[src/rtl/sop_tt_pkg.sv]
// -----------------------------------------------------------------------------
// sop_tt_pkg
// Shared types and width helpers for the programmable truth-table engine.
//   state_e  : sweep controller states (IDLE, SCAN, DONE)
//   tt_w     : truth-table width for a given input count (2^n_in)
//   cnt_w    : minterm-count width for a given input count (n_in+1, so a
//              full table of 2^n_in ones fits without overflow)
//   cnt_off  : bit offset of count field k inside the packed count bus
// -----------------------------------------------------------------------------
package sop_tt_pkg;

    localparam int N_IN_DFLT  = 4;
    localparam int NUM_F_DFLT = 2;

    typedef enum logic [1:0] {
        IDLE = 2'd0,
        SCAN = 2'd1,
        DONE = 2'd2
    } state_e;

    function automatic int tt_w(input int n_in);
        return 1 << n_in;
    endfunction

    function automatic int cnt_w(input int n_in);
        return n_in + 1;
    endfunction

    function automatic int cnt_off(input int k, input int n_in);
        return k * cnt_w(n_in);
    endfunction

endpackage

[src/rtl/sop_tt_lut.sv]
// -----------------------------------------------------------------------------
// sop_tt_lut
// Purely combinational read of a bank of NUM_F truth tables at one index.
// Ports:
//   tt_i   : NUM_F packed tables, each 2^N_IN bits (bit i = value at input i)
//   idx_i  : input vector used as the table index
//   f_o    : bit k = tt_i[k][idx_i]
// -----------------------------------------------------------------------------
module sop_tt_lut
    import sop_tt_pkg::*;
#(
    parameter  int N_IN  = N_IN_DFLT,
    parameter  int NUM_F = NUM_F_DFLT,
    localparam int TT_W  = tt_w(N_IN)
) (
    input  logic [NUM_F-1:0][TT_W-1:0] tt_i,
    input  logic [N_IN-1:0]            idx_i,
    output logic [NUM_F-1:0]           f_o
);

    always_comb begin
        for (int k = 0; k < NUM_F; k++) begin
            f_o[k] = tt_i[k][idx_i];
        end
    end

endmodule

[src/rtl/sop_tt_engine.sv]
// -----------------------------------------------------------------------------
// sop_tt_engine
// Programmable Boolean-function unit: NUM_F run-time loadable truth tables of
// N_IN inputs, evaluated through a single registered valid/ready stage, plus a
// sweep mode that counts the minterms of every table.
// Ports:
//   clk, rst        : rising-edge clock, synchronous active-high reset
//   cfg_we/sel/tt   : table write (honoured only in IDLE, sel < NUM_F)
//   in_valid/ready  : evaluation request handshake, in_vec is the index
//   out_valid/ready : result handshake, out_f bit k = table k at in_vec
//   scan_start      : start a minterm-count sweep (IDLE only)
//   scan_busy       : high while the sweep runs (2^N_IN cycles)
//   scan_done       : one-cycle pulse when scan_count is valid
//   scan_count      : packed counts, field k at cnt_off(k, N_IN)
// -----------------------------------------------------------------------------
module sop_tt_engine
    import sop_tt_pkg::*;
#(
    parameter  int N_IN  = N_IN_DFLT,
    parameter  int NUM_F = NUM_F_DFLT,
    localparam int TT_W  = tt_w(N_IN),
    localparam int CNT_W = cnt_w(N_IN),
    localparam int SEL_W = (NUM_F > 1) ? $clog2(NUM_F) : 1
) (
    input  logic                   clk,
    input  logic                   rst,
    input  logic                   cfg_we,
    input  logic [SEL_W-1:0]       cfg_sel,
    input  logic [TT_W-1:0]        cfg_tt,
    input  logic                   in_valid,
    output logic                   in_ready,
    input  logic [N_IN-1:0]        in_vec,
    output logic                   out_valid,
    input  logic                   out_ready,
    output logic [NUM_F-1:0]       out_f,
    input  logic                   scan_start,
    output logic                   scan_busy,
    output logic                   scan_done,
    output logic [NUM_F*CNT_W-1:0] scan_count
);

    state_e                        state_q;
    logic [NUM_F-1:0][TT_W-1:0]    tt_q;
    logic [CNT_W-1:0]              idx_q;
    logic [NUM_F-1:0][CNT_W-1:0]   cnt_q;
    logic [NUM_F-1:0][CNT_W-1:0]   cnt_d;
    logic                          out_valid_q;
    logic [NUM_F-1:0]              out_f_q;
    logic                          scan_busy_q;
    logic                          scan_done_q;

    logic                          accept;
    logic [NUM_F-1:0]              eval_f;
    logic [NUM_F-1:0]              scan_f;

    // Evaluation and sweep read the same registered tables, so a write in the
    // same cycle as an accept is seen only by later evaluations.
    sop_tt_lut #(.N_IN(N_IN), .NUM_F(NUM_F)) u_eval_lut (
        .tt_i  (tt_q),
        .idx_i (in_vec),
        .f_o   (eval_f)
    );

    sop_tt_lut #(.N_IN(N_IN), .NUM_F(NUM_F)) u_scan_lut (
        .tt_i  (tt_q),
        .idx_i (idx_q[N_IN-1:0]),
        .f_o   (scan_f)
    );

    // Requests are only taken in IDLE; the output register may be refilled in
    // the same cycle it drains.
    always_comb begin
        in_ready = (state_q == IDLE) && (!out_valid_q || out_ready);
        accept   = in_valid && in_ready;
    end

    always_comb begin
        for (int k = 0; k < NUM_F; k++) begin
            cnt_d[k] = cnt_q[k] + CNT_W'(scan_f[k]);
        end
    end

    // NOTE: every variable written in always_comb gets a default first, so no
    // path can leave it unassigned and infer a latch.
    always_comb begin
        scan_count = '0;
        for (int k = 0; k < NUM_F; k++) begin
            scan_count[cnt_off(k, N_IN) +: CNT_W] = cnt_q[k];
        end
    end

    assign out_valid = out_valid_q;
    assign out_f     = out_f_q;
    assign scan_busy = scan_busy_q;
    assign scan_done = scan_done_q;

    // NOTE: state is updated with non-blocking assignments so every register
    // samples pre-edge values regardless of statement order.
    always_ff @(posedge clk) begin
        if (rst) begin
            // NOTE: the table bank is a handful of flops, not a RAM, and must
            // read as all-zero after reset, so it is reset like any register.
            tt_q        <= '0;
            state_q     <= IDLE;
            idx_q       <= '0;
            cnt_q       <= '0;
            out_valid_q <= 1'b0;
            out_f_q     <= '0;
            scan_busy_q <= 1'b0;
            scan_done_q <= 1'b0;
        end else begin
            // Output stage runs independently of the sweep controller so a
            // held result still drains while a sweep is in progress.
            if (accept) begin
                out_f_q     <= eval_f;
                out_valid_q <= 1'b1;
            end else if (out_ready) begin
                out_valid_q <= 1'b0;
            end

            scan_done_q <= 1'b0;

            unique case (state_q)
                IDLE: begin
                    if (cfg_we) begin
                        for (int k = 0; k < NUM_F; k++) begin
                            if (cfg_sel == SEL_W'(k)) begin
                                tt_q[k] <= cfg_tt;
                            end
                        end
                    end
                    if (scan_start) begin
                        state_q     <= SCAN;
                        idx_q       <= '0;
                        cnt_q       <= '0;
                        scan_busy_q <= 1'b1;
                    end
                end
                SCAN: begin
                    cnt_q <= cnt_d;
                    idx_q <= idx_q + 1'b1;
                    // idx_q is one bit wider than the table index, so the
                    // terminal value is reachable without wrapping.
                    if (idx_q == CNT_W'(TT_W - 1)) begin
                        state_q     <= DONE;
                        scan_busy_q <= 1'b0;
                        scan_done_q <= 1'b1;
                    end
                end
                DONE: begin
                    state_q <= IDLE;
                end
                default: begin
                    state_q <= IDLE;
                end
            endcase
        end
    end

endmodule

[config.mk]
export PLATFORM = sky130hd
export DESIGN_NAME = sop_tt_engine
export DESIGN_NICKNAME = d
export VERILOG_FILES = /design/src/rtl/sop_tt_pkg.sv /design/src/rtl/sop_tt_lut.sv /design/src/rtl/sop_tt_engine.sv
export SDC_FILE = /design/constraint.sdc
export NUM_CORES = 1
export LEC_CHECK = 0
export BUFFER_PORTS_ARGS = -buffer_cell sky130_fd_sc_hd__buf_2
export CORE_ASPECT_RATIO = 0.7
export CORE_UTILIZATION = 58
export CTS_BUF_LIST = sky130_fd_sc_hd__clkbuf_2
export DETAILED_ROUTE_END_ITERATION = 10
export PLACE_DENSITY_LB_ADDON = 0.25
export SYNTH_ARGS = -nofsm -noshare
export SYNTH_HDL_FRONTEND = slang
export SYNTH_SLANG_ARGS = --single-unit
export TNS_END_PERCENT = 5
[constraint.sdc]
create_clock -name clk -period 3.2 [get_ports clk]
set_input_delay 0.64 -clock clk [delete_from_list [all_inputs] [get_ports clk]]
set_output_delay 0.64 -clock clk [all_outputs]
set_load 0.01 [all_outputs]
==> out/results.ini <==
[worst_hold_path]
hold_path_class = in2reg
holdPathEnd = tt_q[29]
min_from = cfg_tt[13]
hold_depth = 3

[yosys]
syn-num-nets = 317
synth_largest_area_cell = dfxtp_1
yosysWarnings = 0
ys_seq_area_frac = 0.415
yosys-top-cells-count = 70 x nand2_1, 54 x dfxtp_1, 38 x a21oi_1
synth_top_area_share = 0.415
synthTopCellsByArea = dfxtp_1 41%, nand2_1 10%, mux4_2 8.6%, mux4_1 8.1%, a21oi_1 7.3%
synth_flop_cell = dfxtp_1
synth_cells = 284
yosysMostFrequentCell = nand2_1
synth.distinct_cells = 33
ys_ff_latch = 54
synth_area_um2 = 2610
syn-mean-instance-area_um2 = 9.18
synth-edff-count = 0
async_flop_share = 0

[sta]
rsz0062_at_grt = false
slew_viol_final = 0
max_slew_margin = 0.371
tightest_slew_ns = 0.943
finalSetupTns_ns = 0
whs_ns = 0.377
worst_slack_ns = 0.415
max_freq_mhz = 359
timing.final.hold_violations = 0
setup_violations = 0
fin_worst_skew_ns = 0.0316
period_minus_slack_ns = 2.78
finalCritPeriodShare = 0.870

[cts]
h-tree-depth = 2
post_cts_buffers = 0
cts-root-buf = clkbuf_2
cts_resized = 0
insertion_delay_ns = 0.45
cts_max_path_buffers = 2
cts_tree = yes
cts_hold_buf = 0
cts_buffers = 5
clock-sinks = 54
clk_pin_slew_worst_paths_ns = 0.29

[placement]
gp_congestion = 0.821
port_buffers = 42
post-dp-hpwl_um = 4180
place_ws_ns = 0.480

[drt]
vias_per_cell = 6.04
drt_iter0_drc = 245
postRouteAntennaNets = 0
drt-total-wl_um = 5720
first_pass_iters = 4
wire_per_inst_um = 15.6
vias = 2210
post-route-drc-count = 0

[job]
maxCapViolCount = 0

[setup_path]
crit_type = reg2reg
cp_data_arrival_time_ns = 3.16
rrSetupSlack_ns = 0.42
start_kind = flip-flop
r2r_end = scan_count[4]
crit_path_end_kind = flip-flop
crit_required_ns = 3.57
cp_max_fo = 12
r2r-start = idx_q[0]
r2r_cells = 7

[layout]
areaGrowthSynthToFinish_pct = 9.07
final_layout_size_suffix_gt1_frac = 0.213
fin_nets = 346
insertedDiodeCount = 0
finish.utilization = 0.692

[die]
start_util = 0.634
row_count = 19
io_pins = 43
die_h_um = 58.1
core_area_um2 = 4110
die_x_um = 82.1
dieArea_um2 = 4770

[pwr]
p_leak_nw = 1.14
max-vdd-ir-drop_v = 0.000280
p_per_area_nw_per_um2 = 406

[global_routing]
antenna_found_initial = 0
grt_use_total = 0.267
grt_pass1_wl_um = 9380
grt-ovfl-total = 0
grt_max_degree = 55
grt_pass1_vias = 1960

[status]
status = complete, no violations

[sequential cells by signal, summed over array words and instances (netlist names)]
name and count:
out_valid 1, scan_done 1, idx_q 5, scan_busy 1, scan_count 10, tt_q 32, state_q 2, out_f 2
[placed cells by master, fill, tap and decap left out, types with 2 or more instances in the layout]
cell type / netlist / routed
nand2_1: 70 / 70
mux4_1: 8 / 8
nor3_1: 5 / 5
a311oi_1: 5 / 5
dfxtp_1: 54 / 54
nand3b_1: 4 / 4
buf_2: 5 / 42
ha_1: 6 / 6
o21ai_0: 4 / 4
a22oi_1: 5 / 5
o22ai_1: 2 / 2
mux4_2: 10 / 10
clkbuf_2: 1 / 5
clkinv_4: 0 / 3
nor2_1: 25 / 25
inv_1: 2 / 2
and3_1: 3 / 3
nand2b_1: 2 / 2
nand3_1: 6 / 6
a21oi_1: 38 / 38
mux2_2: 4 / 4
[cell type report]
cell class | instances | area [um2]
Multi-Input combinational cell | 208 | 1430
Fill cell | 352 | 1270
Sequential cell | 54 | 1080
Timing Repair Buffer | 42 | 210
Tap cell | 52 | 65.1
Clock inverter | 3 | 26.3
Clock buffer | 5 | 25.0
Inverter | 2 | 7.51
[cells by family after synthesis]
| logic type | after synthesis | share of synthesized area |
|---|---|---|
| muxes | 23 | 0.188 |
| buffers and inverters | 22 | 0.0374 |
| adders and majority gates | 6 | 0.0288 |
| AOI/OAI and AO/OA | 56 | 0.122 |
| DFF | 54 | 0.415 |
| and+or+nand+nor | 123 | 0.209 |
[critical path: stages (launching register included)]
cell	delay, ns
dfxtp_1	0.73
mux4_1	0.63
mux4_2	0.49
ha_1	0.21
ha_1	0.21
nand3_1	0.10
nand2_1	0.06
a311oi_1	0.27
[per-layer routing]
layer,up-vias,track usage,share of wire
met5,-,0,0
met4,0,0.0652,0.0063
met3,5,0.0520,0.079
met2,89,0.374,0.43
met1,1039,0.422,0.48
li1,1077,-,-
[worst max path at each step]
stage                     startpoint            end  slack (ns)  cells after the start
after floorplan             idx_q[0]  scan_count[4]        0.84                      8
after global placement      idx_q[0]  scan_count[9]        0.57                      7
after detailed placement    idx_q[0]  scan_count[4]        0.48                      7
after CTS                   idx_q[0]  scan_count[4]        0.42                      7
after global routing        idx_q[0]  scan_count[4]        0.25                      7
final                       idx_q[0]  scan_count[4]        0.42                      7
[through the flow]
step | power [mW] | area, um2 | instances
6_report | 1.16 | 2840 | 366
5_1_grt | 1.21 | 2840 | 366
4_1_cts | 1.16 | 2840 | 366
3_5_place_dp | 0.885 | 2790 | 358
3_3_place_gp | 0.880 | 2790 | 358
2_1_floorplan | 0.837 | 2610 | 284
[where the power goes]
part,total (mW),internal [mW],switching (mW),leakage (nW)
Combinational,0.148,0.0677,0.0805,0.667
Clock,0.282,0.0592,0.223,0.0331
Sequential,0.725,0.699,0.0261,0.439
(Power assumes the default switching activity.)
